--- config.mk ---
export PLATFORM = sky130hd
export DESIGN_NAME = systolic_sched
export DESIGN_NICKNAME = d
export VERILOG_FILES = /design/src/rtl/systolic_sched_pkg.sv /design/src/rtl/systolic_sched_addr_gen.sv /design/src/rtl/systolic_sched.sv
export SDC_FILE = /design/constraint.sdc
export NUM_CORES = 1
export LEC_CHECK = 0
export ABC_AREA = 1
export BUFFER_PORTS_ARGS = -buffer_cell sky130_fd_sc_hd__clkbuf_2
export CORE_ASPECT_RATIO = 0.75
export CORE_MARGIN = 2
export CORE_UTILIZATION = 50
export CTS_CLUSTER_DIAMETER = 150
export DETAILED_ROUTE_END_ITERATION = 6
export GPL_TIMING_DRIVEN = 0
export HOLD_SLACK_MARGIN = 0.12
export PLACE_DENSITY = 0.81
export SETUP_SLACK_MARGIN = 0.5
export SYNTH_ARGS = -nofsm -noshare
export SYNTH_HDL_FRONTEND = slang
export SYNTH_SLANG_ARGS = --single-unit
--- constraint.sdc ---
create_clock -name clk -period 2.6 [get_ports clk]
set_input_delay 0.65 -clock clk [delete_from_list [all_inputs] [get_ports clk]]
set_output_delay 0.65 -clock clk [all_outputs]
set_load 0.05 [all_outputs]
--- src/rtl/systolic_sched_pkg.sv ---
// Shared definitions for the systolic array scheduler: FSM encoding and default geometry.
// Optional cycle counter is enabled by defining SYSTOLIC_SCHED_PERF_EN.
package systolic_sched_pkg;

  localparam int N_DEFAULT             = 8;
  localparam int BP_WIDTH_DEFAULT      = 3;
  localparam int ADDRESS_WIDTH_DEFAULT = 10;
  localparam int MEM_AMOUNT_DEFAULT    = 4;

  typedef enum logic [2:0] {
    IDLE   = 3'd0,
    LOAD_S = 3'd1,
    STREAM = 3'd2,
    WAIT   = 3'd3,
    NEXT   = 3'd4
  } sched_state_e;

endpackage

--- src/rtl/systolic_sched_addr_gen.sv ---
// Loadable up-counter that stops at a loaded terminal value; drives buffer read addresses.
module sched_addr_gen #(
  parameter int W = 4
) (
  input  logic         clk,
  input  logic         reset_i,
  input  logic         load,
  input  logic [W-1:0] load_val,
  input  logic [W-1:0] last_val,
  input  logic         en,
  output logic [W-1:0] cnt,
  output logic         term
);

  logic [W-1:0] cnt_q, cnt_d;
  logic [W-1:0] last_q, last_d;

  // Next count: load wins, otherwise advance until the terminal value is reached.
  always_comb begin
    cnt_d  = cnt_q;
    last_d = last_q;
    if (load) begin
      cnt_d  = load_val;
      last_d = last_val;
    end else if (en && !term) begin
      cnt_d = cnt_q + W'(1);
    end else begin
      cnt_d = cnt_q;
    end
  end

  // Counter state registers.
  always_ff @(posedge clk) begin
    if (reset_i) begin
      cnt_q  <= '0;
      last_q <= '0;
    end else begin
      cnt_q  <= cnt_d;
      last_q <= last_d;
    end
  end

  assign cnt  = cnt_q;
  assign term = (cnt_q == last_q);

endmodule

--- src/rtl/systolic_sched.sv ---
// Job scheduler for a systolic alignment array: loads query blocks, streams the reference,
// waits for the array, repeats per block. SYSTOLIC_SCHED_PERF_EN adds a busy-cycle counter.
module systolic_sched
  import systolic_sched_pkg::*;
#(
  parameter int N             = N_DEFAULT,
  parameter int BP_WIDTH      = BP_WIDTH_DEFAULT,
  parameter int ADDRESS_WIDTH = ADDRESS_WIDTH_DEFAULT,
  parameter int MEM_AMOUNT    = MEM_AMOUNT_DEFAULT,
  parameter int LOG_N         = $clog2(N),
  parameter int BLK_WIDTH     = $clog2(MEM_AMOUNT)
) (
  input  logic                         clk,
  input  logic                         reset_i,
  input  logic                         start,
  input  logic [BLK_WIDTH+LOG_N:0]     qlen,
  input  logic [ADDRESS_WIDTH-1:0]     tlen,
  output logic [BLK_WIDTH+LOG_N-1:0]   q_addr,
  input  logic [BP_WIDTH-1:0]          q_data,
  output logic [ADDRESS_WIDTH-1:0]     r_addr,
  input  logic [BP_WIDTH-1:0]          r_data,
  output logic [BP_WIDTH-1:0]          S,
  output logic [BP_WIDTH-1:0]          T,
  output logic                         s_update,
  output logic                         valid,
  output logic                         ack,
  output logic                         new_seq,
  output logic                         use_s1,
  output logic [LOG_N-1:0]             PE_end,
  input  logic                         arr_busy,
  output logic                         sched_busy,
  output logic                         done,
  output logic                         err
`ifdef SYSTOLIC_SCHED_PERF_EN
  ,
  output logic [31:0]                  cycles
`endif
);

  localparam int QW = BLK_WIDTH + LOG_N + 1;
  localparam int AQ = BLK_WIDTH + LOG_N;
  localparam logic [QW-1:0] QLEN_MAX = QW'(N * MEM_AMOUNT);

  sched_state_e           state_q, state_d;
  logic [BLK_WIDTH-1:0]   blk_q, blk_d;
  logic [QW-1:0]          qlen_q, qlen_d;
  logic [ADDRESS_WIDTH-1:0] tlen_q, tlen_d;
  logic                   load_last_q, load_last_d;
  logic                   str_last_q, str_last_d;
  logic                   seen_busy_q, seen_busy_d;
  logic                   pad_q, pad_d;
  logic                   s_update_q, s_update_d;
  logic                   valid_q, valid_d;
  logic                   ack_q, ack_d;
  logic                   new_seq_q, new_seq_d;
  logic                   use_s1_q, use_s1_d;
  logic [LOG_N-1:0]       pe_end_q, pe_end_d;
  logic                   busy_q, busy_d;
  logic                   done_q, done_d;
  logic                   err_q, err_d;

  logic                   accept, enter;
  logic [BLK_WIDTH-1:0]   enter_blk;
  logic [QW-1:0]          blk_inc, blk_end, qlen_m1;
  logic                   q_en, r_load, r_en;
  logic [AQ-1:0]          q_cnt;
  logic                   q_term;
  logic [ADDRESS_WIDTH-1:0] r_cnt;
  logic                   r_term;

  sched_addr_gen #(.W(AQ)) u_q_addr (
    .clk      (clk),
    .reset_i  (reset_i),
    .load     (enter),
    .load_val ({enter_blk, {LOG_N{1'b0}}}),
    .last_val ({enter_blk, {LOG_N{1'b1}}}),
    .en       (q_en),
    .cnt      (q_cnt),
    .term     (q_term)
  );

  sched_addr_gen #(.W(ADDRESS_WIDTH)) u_r_addr (
    .clk      (clk),
    .reset_i  (reset_i),
    .load     (r_load),
    .load_val ({ADDRESS_WIDTH{1'b0}}),
    .last_val (tlen_q - ADDRESS_WIDTH'(1)),
    .en       (r_en),
    .cnt      (r_cnt),
    .term     (r_term)
  );

  // FSM next state and next values of every registered output.
  always_comb begin
    state_d     = state_q;
    blk_d       = blk_q;
    qlen_d      = qlen_q;
    tlen_d      = tlen_q;
    load_last_d = 1'b0;
    str_last_d  = 1'b0;
    pad_d       = 1'b0;
    s_update_d  = 1'b0;
    valid_d     = 1'b0;
    new_seq_d   = 1'b0;
    done_d      = 1'b0;
    err_d       = 1'b0;
    use_s1_d    = use_s1_q;
    pe_end_d    = pe_end_q;
    accept      = 1'b0;
    enter       = 1'b0;
    enter_blk   = '0;
    blk_inc     = QW'(blk_q) + QW'(1);
    q_en        = 1'b0;
    r_load      = 1'b0;
    r_en        = 1'b0;
    case (state_q)
      IDLE: begin
        if (start) begin
          if ((qlen == '0) || (tlen == '0) || (qlen > QLEN_MAX)) begin
            err_d = 1'b1;
          end else begin
            accept    = 1'b1;
            enter     = 1'b1;
            qlen_d    = qlen;
            tlen_d    = tlen;
            blk_d     = '0;
            new_seq_d = 1'b1;
            state_d   = LOAD_S;
          end
        end else begin
          state_d = IDLE;
        end
      end
      LOAD_S: begin
        // Address issued this cycle returns next cycle; the pad flag travels with it.
        q_en        = ~load_last_q;
        s_update_d  = ~load_last_q;
        pad_d       = ({1'b0, q_cnt} >= qlen_q);
        load_last_d = q_term & ~load_last_q;
        if (load_last_q) begin
          r_load  = 1'b1;
          state_d = STREAM;
        end else begin
          state_d = LOAD_S;
        end
      end
      STREAM: begin
        r_en       = ~str_last_q;
        valid_d    = ~str_last_q;
        str_last_d = r_term & ~str_last_q;
        if (str_last_q) begin
          state_d = WAIT;
        end else begin
          state_d = STREAM;
        end
      end
      WAIT: begin
        if (!arr_busy && seen_busy_q) begin
          state_d = NEXT;
        end else begin
          state_d = WAIT;
        end
      end
      NEXT: begin
        if ((blk_inc << LOG_N) >= qlen_q) begin
          done_d   = 1'b1;
          use_s1_d = ~use_s1_q;
          state_d  = IDLE;
        end else begin
          blk_d     = blk_inc[BLK_WIDTH-1:0];
          enter     = 1'b1;
          enter_blk = blk_inc[BLK_WIDTH-1:0];
          state_d   = LOAD_S;
        end
      end
      default: begin
        state_d = IDLE;
      end
    endcase
    blk_end = (QW'(enter_blk) + QW'(1)) << LOG_N;
    qlen_m1 = qlen_d - QW'(1);
    if (enter) begin
      pe_end_d    = (blk_end >= qlen_d) ? qlen_m1[LOG_N-1:0] : LOG_N'(N - 1);
      seen_busy_d = 1'b0;
    end else begin
      seen_busy_d = seen_busy_q | (arr_busy & (state_q != IDLE));
    end
    ack_d  = (state_d == LOAD_S) || (state_d == STREAM) || (state_d == WAIT);
    busy_d = (state_d != IDLE);
  end

  // FSM state and registered outputs.
  always_ff @(posedge clk) begin
    if (reset_i) begin
      state_q     <= IDLE;
      blk_q       <= '0;
      qlen_q      <= '0;
      tlen_q      <= '0;
      load_last_q <= 1'b0;
      str_last_q  <= 1'b0;
      seen_busy_q <= 1'b0;
      pad_q       <= 1'b0;
      s_update_q  <= 1'b0;
      valid_q     <= 1'b0;
      ack_q       <= 1'b0;
      new_seq_q   <= 1'b0;
      use_s1_q    <= 1'b0;
      pe_end_q    <= '0;
      busy_q      <= 1'b0;
      done_q      <= 1'b0;
      err_q       <= 1'b0;
    end else begin
      state_q     <= state_d;
      blk_q       <= blk_d;
      qlen_q      <= qlen_d;
      tlen_q      <= tlen_d;
      load_last_q <= load_last_d;
      str_last_q  <= str_last_d;
      seen_busy_q <= seen_busy_d;
      pad_q       <= pad_d;
      s_update_q  <= s_update_d;
      valid_q     <= valid_d;
      ack_q       <= ack_d;
      new_seq_q   <= new_seq_d;
      use_s1_q    <= use_s1_d;
      pe_end_q    <= pe_end_d;
      busy_q      <= busy_d;
      done_q      <= done_d;
      err_q       <= err_d;
    end
  end

  // Buffer data passes straight through, gated by registered strobes.
  assign S          = (s_update_q && !pad_q) ? q_data : '0;
  assign T          = valid_q ? r_data : '0;
  assign q_addr     = q_cnt;
  assign r_addr     = r_cnt;
  assign s_update   = s_update_q;
  assign valid      = valid_q;
  assign ack        = ack_q;
  assign new_seq    = new_seq_q;
  assign use_s1     = use_s1_q;
  assign PE_end     = pe_end_q;
  assign sched_busy = busy_q;
  assign done       = done_q;
  assign err        = err_q;

`ifdef SYSTOLIC_SCHED_PERF_EN
  logic [31:0] cycles_q, cycles_d;

  // Busy-cycle count: cleared on accept, saturating.
  always_comb begin
    if (accept) begin
      cycles_d = 32'd0;
    end else if (busy_q && (cycles_q != 32'hFFFF_FFFF)) begin
      cycles_d = cycles_q + 32'd1;
    end else begin
      cycles_d = cycles_q;
    end
  end

  // Busy-cycle counter register.
  always_ff @(posedge clk) begin
    if (reset_i) begin
      cycles_q <= 32'd0;
    end else begin
      cycles_q <= cycles_d;
    end
  end

  assign cycles = cycles_q;
`endif

endmodule

==> flow_summary.yaml, run 1 <==
logic_synthesis:
  syn_inst: 457
  yosysTopAreaCell: "dfxtp_1"
  netlist_area_mm2: 0.00332
  synthArstFlopShare_pct: 0
  ys.flop_type: "dfxtp_1"
  synth_cell_types: 41
  yosys_warnings: 0
  avgSynthCellArea_um2: 7.27
  synthesis.nets: 500
  yosys.area.top_type_share_pct: 38.5
  synth-edff-count: 0
  ys_seq_area_share_pct: 38.5
  synth_area_leaders: "dfxtp_1, inv_1, nand2_1, ha_1, a21oi_1"
  synth-seq-cells: 64
sta:
  skew_ns: 0.0136
  maxSlewHeadroom_pct: 47.0
  period_share_pct: 103
  rsz0062_at_grt: "yes"
  slew_violations: 0
  fmax_mhz: 375
  hold_viol: 0
  fin_ws_ns: -0.0682
  setup_viol_count_final: 5
  layout_min_cycle_time_ns: 2.67
  worstMarginPinSlew_ns: 0.794
  holdWs_ns: 0.440
routing:
  avgViaCountPerCell: 5.56
  drc: 0
  wl_um: 10000
  post_drt_wl_per_cell_um: 15.7
  vias: 3550
  dr.pass1.iters: 5
  dr.first_iter.drc_count: 271
  antenna_left: 0
worst_setup_path:
  cp.required_ns: 2.88
  r2r_cells: 15
  worstSetupPathType: "reg2reg"
  cp-end-kind: "flip-flop"
  critPathLaunch: "blk_q[0]"
  cp-endpoint: "PE_end[0]"
  startpoint_type: "flip-flop"
  r2r_setup_slack_ns: -0.07
  arrival_ns: 2.95
  reg2reg_from: "blk_q[0]"
  r2r_end: "PE_end[0]"
  worstPathMaxFanout: 3
placed_design:
  place.port_buffers: 56
  place_inst: 594
  dp_slack_ns: -0.151
  routabilityCongestion: 0.866
  place_area_mm2: 0.00374
  hpwl_um: 6170
floorplanning:
  dieArea_mm2: 0.00732
  rows: 25
  ios: 58
  die_h_um: 74.6
  core-area_mm2: 0.00638
  start_util_pct: 52.1
  die_x_um: 98.2
global_routing:
  use_met3_pct: 6.69
  grt_pass1_vias: 3114
  grtUsageTotal_pct: 25.4
  grt_pass1_wl_um: 14700
  grt-ovfl-total: 0
  antenna_found_initial: 0
  grt_max_degree: 11
  grt_use_met2_pct: 41.8
  gr-usage-met1_pct: 33.3
  busiest_layer: "met2"
layout:
  layoutNonFillerInstCount: 638
  area_growth_pct: 30.4
  drive_above_1_share_pct: 28.0
  final_common_cell: "inv_1"
  layout_common_cells: "inv_1, dfxtp_1, clkbuf_2"
  n_antenna_cell: 0
  stdcell_area_mm2: 0.00434
  finalNetCount: 595
clock_network:
  htreeDepth: 3
  clk_path_buf_depth: 2
  numCtsBuffers: 9
  hold_buffers: 0
  clock_latency_ns: 0.35
  cts_root_buf: "clkbuf_8"
  cts_tree: "built"
  clk_transition_reported_paths_ns: 0.07
  clock-sinks: 64
min_path:
  hold_path_class: "reg2reg"
outcome:
  violations: "setup timing"
  status: "finished, violations left"
run:
  drv_cap: 0
power_and_ir_drop:
  p_leak_uw: 0.00202
  powerDensity_mw_per_mm2: 520
  vdd_drop_max_uv: 278
==> cells by family after synthesis <==
kind of cell / count (synthesis) / synth area share, %
xor gates and xnor gates: 21 / 5.53
and+or+nand+nor: 190 / 26.2
buffers and inverters: 84 / 10.3
AOI/OAI and AO/OA: 81 / 13.0
adders and majority gates: 17 / 6.40
DFF: 64 / 38.5
==> Yosys cell counts (2+ instances only) <==
cell and n:
nor4_1 3, o21ai_0 28, xor2_1 16, nand2_2 4
buf_4 5, nand3_1 38, ha_1 17, nand4_1 5
nand3b_1 3, a21oi_1 41, nand2_1 63, dfxtp_1 64
xnor2_1 5, or2_0 2, nor2_1 54, o211ai_1 2
inv_1 69, nor3_1 9, clkbuf_1 5, a31oi_1 3
==> what timing repair did <==
action	in CTS	in global routing
endpoints found under the hold margin	0	0
resized for setup	25	25
gates cloned	0	1
buffers inserted	23	4
pin swaps	17	18
setup endpoints to repair	3	17
==> through the flow <==
step | utilization (%) | TNS, ns | power (uW)
after global routing | 67.9 | -0.679 | 2340
after CTS | 65.5 | 0 | 2180
after detailed placement | 58.7 | -0.448 | 1420
after global placement | 58.7 | -0.168 | 1410
after floorplan | - | 0 | 1320
final | 67.9 | -0.211 | 2250
==> worst min path at each step <==
stage / slack [ns] / depth (start not counted) / from / end
after floorplan: 0.41 / 1 / tlen_q[0] / u_r_addr.last_q[0]
after global placement: 0.42 / 1 / tlen_q[0] / u_r_addr.last_q[0]
after detailed placement: 0.43 / 1 / tlen_q[0] / u_r_addr.last_q[0]
after CTS: 0.44 / 1 / tlen_q[0] / u_r_addr.last_q[0]
after global routing: 0.48 / 1 / tlen_q[0] / u_r_addr.last_q[0]
final: 0.44 / 1 / tlen_q[0] / u_r_addr.last_q[0]
==> sequential cells by signal, summed over array words and instances (netlist names), 2 cells and up <==
register,cells
qlen_q,6
tlen_q,10
PE_end,3
blk_q,2
state_q,3
u_r_addr.cnt,10
u_q_addr.last_q,3
u_r_addr.last_q,10
u_q_addr.cnt,5
==> area by class of cell <==
class                           instances  area [um^2]
Fill cell                             515         2050
Multi-Input combinational cell        309         1910
Sequential cell                        64         1290
Timing Repair Buffer                   84          512
Inverter                               71          274
Clock buffer                           12          145
Tap cell                               81          101
Buffer                                 13         83.8
Clock inverter                          4         20.0
==> power by group <==
part           switching, uW  internal (uW)
combinational            291            162
sequential              22.7           1020
clock                    395            366
total                    709           1550
==> routing by layer <==
metal,wire length [um],part of all wire (%)
met2,4640,46
met3,875,8.8
met5,0,0
met1,4200,42
met4,280,2.8
==> critical path, stage by stage, from the launching register on <==
cell and delay [ns]:
dfxtp_4 0.37, ha_4 0.25, ha_4 0.15, a21o_1 0.20, a31oi_4 0.17, nand3_2 0.12, inv_2 0.10, nand2_4 0.06
inv_2 0.10, ha_4 0.22, ha_4 0.22, nand2_4 0.06, inv_2 0.04, a221oi_4 0.27, nand2_2 0.12, a21oi_2 0.14
No activity file was read; power rests on OpenSTA's default activity.
==> run 2: changes to the inputs <==
--- a/config.mk
+++ b/config.mk
@@ -15,6 +15,7 @@
 export GPL_TIMING_DRIVEN = 0
 export HOLD_SLACK_MARGIN = 0.12
 export PLACE_DENSITY = 0.81
+export REMOVE_ABC_BUFFERS = 1
 export SETUP_SLACK_MARGIN = 0.5
 export SYNTH_ARGS = -nofsm -noshare
 export SYNTH_HDL_FRONTEND = slang
==> run 2 against run 1 <==
The flow still finishes with violations (setup timing). Sequential power hardly changed. Critical path depth grew 3. Final area grew 0.23%. Total power rose by 6.7%. Sequential share of layout area fell by 0.068 points. Critical path type unchanged.
==> flow_summary.yaml, run 2 (synthesis gave the netlist of run 1 again) <==
sta:
  period_share_pct: 102
  rsz0062_at_grt: "yes"
  layout_min_cycle_time_ns: 2.65
  setup_viol_count_final: 2
  maxSlewHeadroom_pct: 46.2
  slew_violations: 0
  worstMarginPinSlew_ns: 0.803
  fin_tns_setup_ns: -0.0676
  hold_viol: 0
  fmax_mhz: 378
  skew_ns: 0.00876
  fin_ws_ns: -0.0455
routing:
  antenna_left: 0
  post_drt_wl_per_cell_um: 15.5
  drc: 0
  vias: 3477
  dr.first_iter.drc_count: 214
  wl_um: 9720
  dr.pass1.iters: 5
  avgViaCountPerCell: 5.53
layout:
  area_growth_pct: 30.7
  finalNetCount: 586
  utilization_pct: 68.1
  n_antenna_cell: 0
  stdcell_area_mm2: 0.00435
  final_common_cell: "inv_1"
  layout_common_cells: "inv_1, dfxtp_1, nand2_1"
  drive_above_1_share_pct: 27.0
  fill_cells: 492
  layoutNonFillerInstCount: 629
clock_network:
  clock_latency_ns: 0.36
  clk_path_buf_depth: 2
  clk_transition_reported_paths_ns: 0.07
  numCtsBuffers: 9
  cts_tree: "built"
  htreeDepth: 3
  clock-sinks: 64
  cts_root_buf: "clkbuf_8"
worst_setup_path:
  arrival_ns: 2.92
  cp-end-kind: "flip-flop"
  startpoint_type: "flip-flop"
  worstSetupPathType: "reg2reg"
  cp.required_ns: 2.88
  worstPathMaxFanout: 3
floorplanning:
  rows: 25
  dieArea_mm2: 0.00732
  die_h_um: 74.6
  core-area_mm2: 0.00638
  ios: 58
  start_util_pct: 52.1
  die_x_um: 98.2
global_routing:
  grt-ovfl-total: 0
  antenna_found_initial: 0
  grt_max_degree: 29
  grt_pass1_wl_um: 15100
  grt_pass1_vias: 3263
  grtUsageTotal_pct: 26.0
outcome:
  violations: "setup timing"
  status: "finished, violations left"
placed_design:
  place.port_buffers: 57
  place_inst: 582
  hpwl_um: 5340
  place_area_mm2: 0.00363
  routabilityCongestion: 0.857
run:
  drv_cap: 0
min_path:
  hold_path_class: "reg2reg"
power_and_ir_drop:
  vdd_drop_max_uv: 377
  powerDensity_mw_per_mm2: 553
  p_leak_uw: 0.00201
-- run 2: metrics by stage --
| step | power, uW | setup slack, ns | hold WS (ns) |
|---|---|---|---|
| floorplan | 1300 | -0.0765 | 0.408 |
| global placement | 1380 | -0.306 | 0.423 |
| detailed placement | 1400 | -0.405 | 0.424 |
| CTS | 2350 | 0.0246 | 0.438 |
| global route | 2500 | -0.0935 | 0.467 |
| finish | 2410 | -0.0455 | 0.433 |
-- run 2: final timing paths --
check / from / end / slack [ns] / depth (start not counted)
max: qlen_q[5] / u_q_addr.cnt[4] / -0.05 / 18
min: tlen_q[0] / u_r_addr.last_q[0] / 0.43 / 1
max reg2reg: qlen_q[5] / u_q_addr.cnt[4] / -0.05 / 18
min reg2reg: tlen_q[0] / u_r_addr.last_q[0] / 0.43 / 1
-- run 2: area by class of cell --
| class | count | area, um^2 | area share [%] |
|---|---|---|---|
| Timing Repair Buffer | 86 | 544 | 12.5 |
| Tap cell | 81 | 101 | 2.33 |
| Multi-Input combinational cell | 310 | 1910 | 44.1 |
| Clock inverter | 6 | 83.8 | 1.93 |
| Timing Repair inverter | 1 | 8.76 | 0.202 |
| Inverter | 71 | 277 | 6.36 |
| Sequential cell | 64 | 1290 | 29.7 |
| Clock buffer | 10 | 128 | 2.94 |
-- run 2: worst max-delay path, stage by stage, from the launching register on --
cell	delay, ns
dfxtp_1	0.39
inv_1	0.12
ha_4	0.27
a21o_1	0.18
a31oi_2	0.18
nand3_2	0.10
inv_2	0.12
nand2_2	0.07
buf_4	0.14
buf_6	0.10
buf_4	0.12
buf_4	0.12
buf_6	0.10
buf_6	0.10
buf_6	0.10
buf_6	0.10
o21ai_2	0.05
inv_1	0.06
a21oi_2	0.13
-- run 2: power breakdown --
| part | switching [uW] | total, uW | internal [uW] |
|---|---|---|---|
| combinational | 285 | 428 | 143 |
| sequential | 22.6 | 1040 | 1020 |
| clock | 401 | 938 | 536 |
-- run 2: repair_timing --
item                                    in CTS  in global routing
resized for setup                           38                 25
pin swaps                                   15                 15
gates cloned                                 2                  0
setup buffers                               22                  7
hold buffers                                 0                  0
hold endpoints to repair                     0                  0
endpoints found under the setup margin       7                 29
-- run 2: routing by layer --
metal  vias up  global-route usage (%)  wire (um)
met5         -                       0          0
met4         0                    14.3        498
met3        44                    6.22        621
met2       170                    45.1       4550
met1      1592                    30.7       4050
li1       1671                       -          -
==> run 3: changes to the inputs <==
--- a/config.mk
+++ b/config.mk
@@ -7,6 +7,7 @@
 export LEC_CHECK = 0
 export ABC_AREA = 1
 export BUFFER_PORTS_ARGS = -buffer_cell sky130_fd_sc_hd__clkbuf_2
+export CAP_MARGIN = 30
 export CORE_ASPECT_RATIO = 0.75
 export CORE_MARGIN = 2
 export CORE_UTILIZATION = 50
@@ -17,6 +18,7 @@
 export PLACE_DENSITY = 0.81
 export REMOVE_ABC_BUFFERS = 1
 export SETUP_SLACK_MARGIN = 0.5
+export SKIP_CTS_REPAIR_TIMING = 1
 export SYNTH_ARGS = -nofsm -noshare
 export SYNTH_HDL_FRONTEND = slang
 export SYNTH_SLANG_ARGS = --single-unit
==> run 3 against run 2 <==
The run still ends with setup timing left. Combinational power is 10% lower. Maximum frequency increased by 1.2%. Final area shrank 6.5%. First-iteration DRC count down 10%. Cell count decreased by 3.2%. Clock skew shrank 0.00095 ns. Critical path type unchanged. Critical endpoint is now PE_end[0]. Largest cell class unchanged.
==> flow_summary.yaml, run 3 (synthesis gave the netlist of run 1 again) <==
sta:
  skew_ns: 0.00781
  rsz0062_at_grt: "yes"
  maxSlewHeadroom_pct: 50.1
  fmax_mhz: 383
  layout_min_cycle_time_ns: 2.61
  hold_viol: 0
  setup_viol_count_final: 2
  slew_violations: 0
  period_share_pct: 101
  worstMarginPinSlew_ns: 0.745
  fin_ws_ns: -0.0134
global_routing:
  grtUsageTotal_pct: 20.6
  grt-ovfl-total: 0
  antenna_found_initial: 0
  grt_pass1_vias: 2804
  grt_pass1_wl_um: 12100
  grt_max_degree: 32
floorplanning:
  start_util_pct: 52.1
  die_h_um: 74.6
  dieArea_mm2: 0.00732
  ios: 58
  die_x_um: 98.2
  core-area_mm2: 0.00638
  rows: 25
power_and_ir_drop:
  p_switching_uw: 659
  comb_power_share_pct: 16.4
  seqPwrFrac_pct: 44.3
  p_clk_share_pct: 39.3
  sw_frac_of_total_pct: 28.1
  p_leak_uw: 0.00189
  p_int_uw: 1680
  vdd_drop_max_uv: 404
  powerDensity_mw_per_mm2: 577
layout:
  n_antenna_cell: 0
  final_common_cell: "inv_1"
  layout_common_cells: "inv_1, dfxtp_1, nand2_1"
  drive_above_1_share_pct: 22.2
  finalNetCount: 566
  area_growth_pct: 22.2
  stdcell_area_mm2: 0.00406
clock_network:
  cts_root_buf: "clkbuf_8"
  clk_transition_reported_paths_ns: 0.07
  numCtsBuffers: 9
  cts_tree: "built"
  clock-sinks: 64
  htreeDepth: 3
  clock_latency_ns: 0.34
  clk_path_buf_depth: 2
routing:
  post_drt_wl_per_cell_um: 12.5
  dr.first_iter.drc_count: 192
  avgViaCountPerCell: 5.29
  wl_um: 7630
  drc: 0
  antenna_left: 0
  vias: 3220
  dr.pass1.iters: 5
worst_setup_path:
  path_cells: "ha_4, ha_4, a21o_1, a31oi_2, nand3_2, inv_2, nand2_2, inv_2, ha_4, ha_4, nand2_4, inv_2, a221oi_4, nand2_2, a21oi_2"
  reg2reg_from: "blk_q[1]"
  r2r_setup_slack_ns: -0.01
  cp.required_ns: 2.88
  worstPathMaxFanout: 2
  crit_path_frequent_cell: "ha_4"
  r2r_end: "PE_end[0]"
  arrival_ns: 2.90
  crit_path_max_incr_delay_ns: 0.34
  r2r_cells: 15
  slowest_stage: "dfxtp_2"
  startpoint_type: "flip-flop"
  worstSetupPathType: "reg2reg"
  cp-end-kind: "flip-flop"
min_path:
  whs_endpoint: "u_r_addr.last_q[0]"
  hold-path-cell-count: 1
  hold_start: "tlen_q[0]"
  hold_path_class: "reg2reg"
placed_design:
  dp_slack_ns: -0.404
  place_area_mm2: 0.00364
  place.port_buffers: 57
  routabilityCongestion: 0.857
  hpwl_um: 5360
outcome:
  status: "finished, violations left"
  violations: "setup timing"
run:
  drv_cap: 0
run 3: changes by cell type in the layout (fill, tap and decap cells not counted), sizes merged:
cell / change
buf: -19
inv: -1
run 3: worst max path at each step:
| stage | start | to | slack (ns) | cells past startpoint |
|---|---|---|---|---|
| after floorplan | blk_q[0] | PE_end[2] | -0.08 | 17 |
| after global placement | blk_q[0] | PE_end[2] | -0.31 | 17 |
| after detailed placement | blk_q[0] | PE_end[2] | -0.40 | 17 |
| after CTS | blk_q[0] | PE_end[2] | -0.42 | 17 |
| after global routing | blk_q[1] | PE_end[0] | -0.13 | 15 |
| final | blk_q[1] | PE_end[0] | -0.01 | 15 |
run 3: layout make-up:
cell class                      count  area, um^2
Fill cell                         530        2320
Multi-Input combinational cell    310        1840
Sequential cell                    64        1280
Timing Repair Buffer               67         360
Inverter                           71         267
Clock buffer                       10         128
Tap cell                           81         101
Clock inverter                      6        83.8
run 3: power groups by stage:
stage          clock [uW]  combinational (uW)  sequential [uW]
2_1_floorplan           0                 207             1090
3_3_place_gp            0                 325             1060
3_5_place_dp            0                 337             1060
4_1_cts               935                 339             1040
5_1_grt               969                 425             1040
6_report              920                 384             1040
run 3: routing by layer:
layer | vias to the layer above | track usage (%) | share of wire, %
li1 | 1620 | - | -
met1 | 1471 | 26.7 | 47
met2 | 119 | 33.4 | 45
met3 | 10 | 5.76 | 6.7
met4 | 0 | 7.91 | 1.3
met5 | - | 0 | 0
run 3: worst max-delay path: cells and delay by family (launching register included):
family                     cells  cell delay [ns]
DFF                            1             0.34
and+or+nand+nor                4             0.35
buffers and inverters          3             0.22
adders and majority gates      4             0.85
AOI/OAI and AO/OA              4             0.78
run 3: through the flow:
stage	total power, uW	hold slack, ns	setup TNS [ns]	instances	util [%]
floorplan	1300	0.408	-0.188	444	-
global placement	1380	0.423	-0.897	582	57.0
detailed placement	1400	0.428	-1.18	583	57.1
CTS	2310	0.442	-1.26	599	60.4
global route	2440	0.501	-0.311	609	63.6
finish	2340	0.446	-0.0140	609	63.6
